===== src/rtl/oam_access_ctrl.sv =====
// oam_access_ctrl: CPU side of the sprite OAM ($2102/$2103/$2104/$2138).
// Holds one pending register op and slots RAM accesses around the sprite engine.
module oam_access_ctrl #(
    parameter bit RELOAD_EN = 1'b1
) (
    input  logic        clk,
    input  logic        reset,
    input  logic        reg_we,
    input  logic        reg_re,
    input  logic [5:0]  reg_sel,
    input  logic [7:0]  reg_din,
    output logic        reg_ready,
    output logic [7:0]  reg_dout,
    output logic        reg_rvalid,
    output logic        obj_prio_rot,
    input  logic        vblank_start,
    input  logic        force_blank,
    input  logic        spr_req,
    input  logic [7:0]  spr_lo_addr,
    input  logic [4:0]  spr_hi_addr,
    output logic [7:0]  lo_addr,
    output logic [15:0] lo_din,
    output logic        lo_we,
    input  logic [15:0] lo_dout,
    output logic [4:0]  hi_addr,
    output logic [7:0]  hi_din,
    output logic        hi_we,
    input  logic [7:0]  hi_dout
);

    typedef enum logic [1:0] {
        IDLE,
        PEND,
        RDW
    } state_t;

    typedef enum logic [1:0] {
        OP_ADDL,
        OP_ADDH,
        OP_DATA,
        OP_READ
    } op_t;

    state_t state, state_n;
    op_t    op_q, op_n;

    logic [7:0] din_q;
    logic [9:0] baddr;
    logic [8:0] reload;
    logic [8:0] reload_new;
    logic [7:0] lbuf;
    logic       rd_odd_q;
    logic       rd_hi_q;

    logic hit_lo, hit_hi, hit_data, hit_read;
    logic strobe;
    logic reg_op;
    logic slot;
    logic reg_done;
    logic reload_hit;
    logic data_op;
    logic read_op;

    assign hit_lo   = reg_we && (reg_sel == 6'h02);
    assign hit_hi   = reg_we && (reg_sel == 6'h03);
    assign hit_data = reg_we && (reg_sel == 6'h04);
    assign hit_read = reg_re && (reg_sel == 6'h38);

    assign strobe = (state == IDLE)
                 && (hit_lo || hit_hi || hit_data || hit_read);

    assign reg_op   = (op_q == OP_ADDL) || (op_q == OP_ADDH);
    assign data_op  = (op_q == OP_DATA);
    assign read_op  = (op_q == OP_READ);
    assign reg_done = (state == PEND) && reg_op;
    assign slot     = (state == PEND) && !reg_op && !spr_req;

    assign reload_hit = RELOAD_EN && vblank_start && !force_blank;

    assign reload_new = (op_q == OP_ADDH)
                      ? {din_q[0], reload[7:0]}
                      : {reload[8], din_q};

    always_comb begin
        op_n = op_q;
        unique case (1'b1)
            hit_lo:   op_n = OP_ADDL;
            hit_hi:   op_n = OP_ADDH;
            hit_data: op_n = OP_DATA;
            hit_read: op_n = OP_READ;
            default:  op_n = op_q;
        endcase
    end

    always_ff @(posedge clk) begin
        if (reset) begin
            state <= IDLE;
        end else begin
            state <= state_n;
        end
    end

    always_comb begin
        state_n   = state;
        reg_ready = (state == IDLE);
        lo_addr   = baddr[8:1];
        hi_addr   = baddr[4:0];
        lo_din    = {din_q, lbuf};
        hi_din    = din_q;
        lo_we     = 1'b0;
        hi_we     = 1'b0;

        case (state)
            IDLE: begin
                if (strobe) begin
                    state_n = PEND;
                end
            end
            PEND: begin
                if (reg_done) begin
                    state_n = IDLE;
                end else if (slot) begin
                    state_n = read_op ? RDW : IDLE;
                end
            end
            RDW: begin
                state_n = IDLE;
            end
            default: begin
                state_n = IDLE;
            end
        endcase

        // Sprite engine owns both ports; a reset cycle must never write.
        if (spr_req) begin
            lo_addr = spr_lo_addr;
            hi_addr = spr_hi_addr;
        end else if (slot && data_op && !reset) begin
            if (baddr[9]) begin
                hi_we = 1'b1;
            end else if (baddr[0]) begin
                lo_we = 1'b1;
            end
        end
    end

    always_ff @(posedge clk) begin
        if (reset) begin
            op_q         <= OP_ADDL;
            din_q        <= 8'h00;
            baddr        <= 10'h000;
            reload       <= 9'h000;
            lbuf         <= 8'h00;
            obj_prio_rot <= 1'b0;
            rd_odd_q     <= 1'b0;
            rd_hi_q      <= 1'b0;
            reg_dout     <= 8'h00;
            reg_rvalid   <= 1'b0;
        end else begin
            if (strobe) begin
                op_q  <= op_n;
                din_q <= reg_din;
            end

            // Address writes beat vblank reload, which beats the increment.
            if (reg_done) begin
                reload <= reload_new;
                baddr  <= {reload_new, 1'b0};
                if (op_q == OP_ADDH) begin
                    obj_prio_rot <= din_q[7];
                end
            end else if (reload_hit) begin
                baddr <= {reload, 1'b0};
            end else if (slot) begin
                baddr <= baddr + 10'd1;
            end

            if (slot && data_op && !baddr[9] && !baddr[0]) begin
                lbuf <= din_q;
            end

            if (slot && read_op) begin
                rd_odd_q <= baddr[0];
                rd_hi_q  <= baddr[9];
            end

            if (state == RDW) begin
                if (rd_hi_q) begin
                    reg_dout <= hi_dout;
                end else if (rd_odd_q) begin
                    reg_dout <= lo_dout[15:8];
                end else begin
                    reg_dout <= lo_dout[7:0];
                end
            end

            reg_rvalid <= (state == RDW);
        end
    end

endmodule


===== config.mk =====
export PLATFORM = sky130hd
export DESIGN_NAME = oam_access_ctrl
export DESIGN_NICKNAME = d
export VERILOG_FILES = /design/src/rtl/oam_access_ctrl.sv
export SDC_FILE = /design/constraint.sdc
export NUM_CORES = 1
export LEC_CHECK = 0
export BUFFER_PORTS_ARGS = -buffer_cell sky130_fd_sc_hd__buf_2
export CAP_MARGIN = 25
export CORE_MARGIN = 10
export CORE_UTILIZATION = 49
export CTS_CLUSTER_DIAMETER = 80
export DETAILED_ROUTE_END_ITERATION = 8
export PLACE_DENSITY = 0.9
export SLEW_MARGIN = 0
export SYNTH_ARGS = -nofsm -noshare
export SYNTH_HDL_FRONTEND = slang
export SYNTH_SLANG_ARGS = --single-unit

===== constraint.sdc =====
create_clock -name clk -period 2 [get_ports clk]
set_clock_uncertainty 0.1 [all_clocks]
set_input_delay 0.1 -clock clk [delete_from_list [all_inputs] [get_ports clk]]
set_output_delay 0.1 -clock clk [all_outputs]
set_load 0.05 [all_outputs]

Yosys cells after proc, flatten, opt, wreduce, memory -nomap -nowiden
Cells that the tools add are included.
{ "word_totals": {"reg_bits": 51, "latch_bits": 0, "ram_bits": 0, "romBits": 0, "out_inout_bits": 50, "memories": 0} }
{ "classes": {"add_sub_neg": 1, "n_mul": 0, "n_div": 0, "magnitude_cmp": 0, "eq_ne": 11, "shifts": 0, "muxes": 21, "n_bitwise": 0, "n_reduce_logical": 32} }
{ "op_table": {"columns": ["op", "count"], "rows": [
  ["2-to-1 mux 10 bit", 3],
  ["2-to-1 mux 8 bit", 3],
  ["logical AND 1 bit", 14],
  ["== test 6 x 2 -> 1 bit (second input constant)", 2],
  ["adder 10 x 1 -> 10 bit (second input constant)", 1],
  ["2-to-1 mux 9 bit", 1],
  ["2-to-1 mux 2 bit", 4],
  ["case mux 2 bit (4 select lines)", 1],
  ["2-to-1 mux 1 bit", 7],
  ["== test 2 bit (second input constant)", 3],
  ["== test 6 x 3 -> 1 bit (second input constant)", 1],
  ["== test 6 bit (second input constant)", 1],
  ["logical NOT 1 bit", 6],
  ["AND reduction 2 bit", 3],
  ["2-to-1 mux 5 bit", 1],
  ["== test 2 x 1 -> 1 bit (second input constant)", 2],
  ["logical NOT 2 bit", 2],
  ["logical OR 1 bit", 4],
  ["case mux 2 bit (2 select lines)", 1],
  ["nonzero test 4 bit", 1],
  ["!= test 3 bit (second input constant)", 1],
  ["nonzero test 3 bit", 1],
  ["OR reduction 3 bit", 1],
  ["!= test 2 x 1 -> 1 bit (second input constant)", 1]
]} }

Longest topological paths before layout
{ "depth": {"word_depth": 9, "depth_mapped": 6} }

Least setup slack after synthesis
Ideal clock, no wire load.
{ "synth_path": {"kind": "register -> output", "startpoint": "reg state[1]", "endpoint": "out hi_we", "t_arrival_ns": 2.359, "required_ns": 1.800, "slack_ns": -0.559, "stages_incl_launch_ff": 4, "path_buffers": 1, "cell_sequence": "dfxtp_1 nand4bb_1 buf_1 nor4b_1"} }
{ "synth_via": {"elab_chain_cells": 7} }
{ "synth_lines": {"columns": ["item", "line_no", "source"], "rows": [
  ["start: declaration", "44", "state_t state, state_n;"],
  ["start signal: assignment", "99", "state <= state_n;"],
  ["== test 2 x 1 -> 1 bit", "76", "assign slot = (state == PEND) && !reg_op && !spr_req;"],
  ["logical AND 1 bit (2 in a row)", "76", null],
  ["logical AND 1 bit (2 in a row)", "138", "end else if (slot && data_op && !reset) begin"],
  ["2-to-1 mux 1 bit", "138", null],
  ["2-to-1 mux 1 bit", "135", "if (spr_req) begin"],
  ["end: declaration", "27", "output logic hi_we,"]
]} }
No other way between the ends.

Worst setup path in the final report
Ends and elaborated chain as after synthesis.

==> out/metrics.yaml <==
placement:
  routabilityCongestion: 0.8665
  port_buffers: 107
  place_area_um2: 3327
  hpwl_um: 5945
synthesis:
  synth_top_area_share_pct: 36.79
  avgSynthCellArea_um2: 8.138
  synth.distinct_cells: 54
  yosysWarningCount: 0
  synth-async-reset-ratio_pct: 0
  post_synth_main_area_contributors: "dfxtp_1 (37%), mux2i_1 (10%), nand2_1 (9.3%)"
  ys_seq_area_share_pct: 36.79
  synth_edf_count: 0
  synthCells: 341
  yosysTopAreaCell: "dfxtp_1"
  yosys-top-cells-count: "nand2_1 (69), dfxtp_1 (51), mux2i_1 (28)"
  syn_nets: 400
  syn_area_um2: 2775
  synth_most_common_cell: "nand2_1"
  ys_ff_latch: 51
  synth-main-ff-cell: "dfxtp_1"
detailed_routing:
  ant_nets: 0
  wl_um: 7835
  drt_first_pass_iters: 5
  drc: 0
  drt_iter0_drc: 189
  avgViaCountPerCell: 5.324
  wl_per_cell_um: 15.30
  via_count: 2726
cts:
  numCtsBuffers: 5
  cts_tree: "yes"
  clk_latency_ns: 0.30
  root_buffer: "clkbuf_8"
  htreeDepth: 2
  clk_path_buf_depth: 2
  post_cts_buffers: 0
  cts.sinks: 51
  cts.clk_slew.worst_paths_ns: 0.09
final_layout:
  fin_util_pct: 63.53
  fin_nets: 499
  fillers: 456
  drive_above_1_share_pct: 31.36
  n_antenna_cell: 0
  fin_area_um2: 3498
  area_delta_synth_final_pct: 26.06
sta:
  slew_headroom_pct: 47.58
  layout_min_cycle_time_ns: 1.888
  tightest_slew_ns: 0.7863
  rsz0062_at_grt: "no"
  final-setup-viol-count: 0
  timing.setup.tns_ns: 0
  drv_slew: 0
  fmax_mhz: 529.7
  post-route-period-util_pct: 94.40
  hold_viol: 0
worst_setup_path:
  end_kind: "output port"
  cp.arrival_ns: 1.69
  crit_fanout: 12
  worst_ep_required_time_ns: 1.80
  start_kind: "flip-flop"
  crit_type: "reg2out"
  crit_start: "state[1]$_SDFFE_PP0P_"
  r2r_start: "op_q[0]$_SDFFE_PP0P_"
floorplanning:
  fp.coreArea_um2: 5507
  die_h_um: 95.26
  num_io_pins: 108
  die_w_um: 95.26
  initial_core_util_pct: 50.40
  fp.dieArea_um2: 9074
  rows: 27
power:
  total_power_w: 0.001875
  peakVddDrop_mv: 0.4770
  cellPowerDensity_nw_per_um2: 535.9
  leakage_nw: 1.540
global_route:
  antenna_found_initial: 0
  track_usage_pct: 16.91
  grt_pass1_wl_um: 12740
  grt_pass1_vias: 2742
  grt_max_degree: 51
  grt.overflow.total: 0
run_status:
  status: "complete, no violations"
job:
  drv_cap: 0
min_path:
  hold_class: "in2reg"
  worstHoldStart: "spr_req"
[final timing paths]
check                                           endpoint  slack (ns)  cells after the start
worst max-delay path                               hi_we        0.11                      4
worst min-delay path               state[0]$_SDFFE_PP0P_        0.03                      3
worst max register to register      lbuf[7]$_SDFFE_PP0P_        0.14                      3
worst min register to register  reg_dout[2]$_SDFFE_PP0P_        0.36                      2
[stage by stage]
stage / hold slack (ns) / std cells / setup slack [ns]
after floorplan: 0.1553 / 341 / 0.03970
after global placement: 0.2634 / 497 / 0.2155
after detailed placement: 0.2713 / 497 / 0.1440
after CTS: 0.03084 / 512 / 0.03534
after global routing: 0.05070 / 512 / 0.004183
final: 0.03064 / 512 / 0.1120
[cell type report]
cell class	count	area [um2]	share of cell area (%)
Clock buffer	6	82.58	2.361
Clock inverter	1	5.005	0.1431
Inverter	3	11.26	0.3219
Multi-Input combinational cell	251	1572	44.92
Sequential cell	51	1022	29.22
Tap cell	72	90.09	2.575
Timing Repair Buffer	128	715.7	20.46
[sequential cells by signal (all words and copies together), names as in the netlist, 2 cells and up]
register,count
op_q,2
reload,9
state,2
reg_dout,8
hi_din,8
lbuf,8
baddr,10
[cells by family (layout without fill, tap and decap cells)]
logic type               Yosys count  in the layout  synth area share, %
AND/OR/NAND/NOR                  149            149                27.95
multiplexers                      31             31                11.32
flip-flops                        51             51                36.79
adder cells (fa/ha/maj)            1              1               0.4508
XOR/XNOR                           4              4                1.263
AO/OA/AOI/OAI                     66             66                15.24
buffers and inverters             39            138                6.988
[metal layers]
layer,up-vias,track usage (%),share of wire (%)
met2,107,27.16,46
met4,0,5.362,1.9
met1,1233,20.68,42
li1,1373,-,-
met3,13,5.970,10
met5,-,0,0
[cell usage in the layout, fill, tap and decap left out, types with 3 or more instances in the layout]
cell type	netlist	final
and2_1	3	3
nand3_1	3	3
nand2_1	69	69
a222oi_1	3	3
mux2_2	3	3
nor2b_1	5	5
nor3_1	5	4
a21oi_1	22	22
o21a_1	3	3
and3_1	3	3
dfxtp_1	51	50
nor2_1	14	14
buf_2	5	106
nand2b_1	24	24
o21ai_0	16	16
xor2_1	3	3
inv_1	3	3
clkbuf_8	0	6
mux2i_1	28	28
buf_4	9	13
dlygate4sd3_1	0	8
a211oi_1	5	5
[power breakdown]
group / internal [W] / switching (W) / leakage (nW)
Clock: 0.000272 / 0.000326 / 0.0470
Combinational: 0.000101 / 0.000151 / 1.08
Sequential: 0.00102 / 0.00000702 / 0.411
[worst max-delay path, cell delays in order, from the launching register on]
cell and delay (ns):
dfxtp_1 0.36, nand4bb_1 0.22, buf_4 0.21, nor4b_2 0.28, clkbuf_4 0.30
[repair_timing]
action | in CTS | in global routing
resized for setup | 0 | 2
endpoints found under the hold margin | 8 | 0
endpoints found under the setup margin | 0 | 2
hold buffers | 8 | 0
Power figures use the tool's default switching activity.
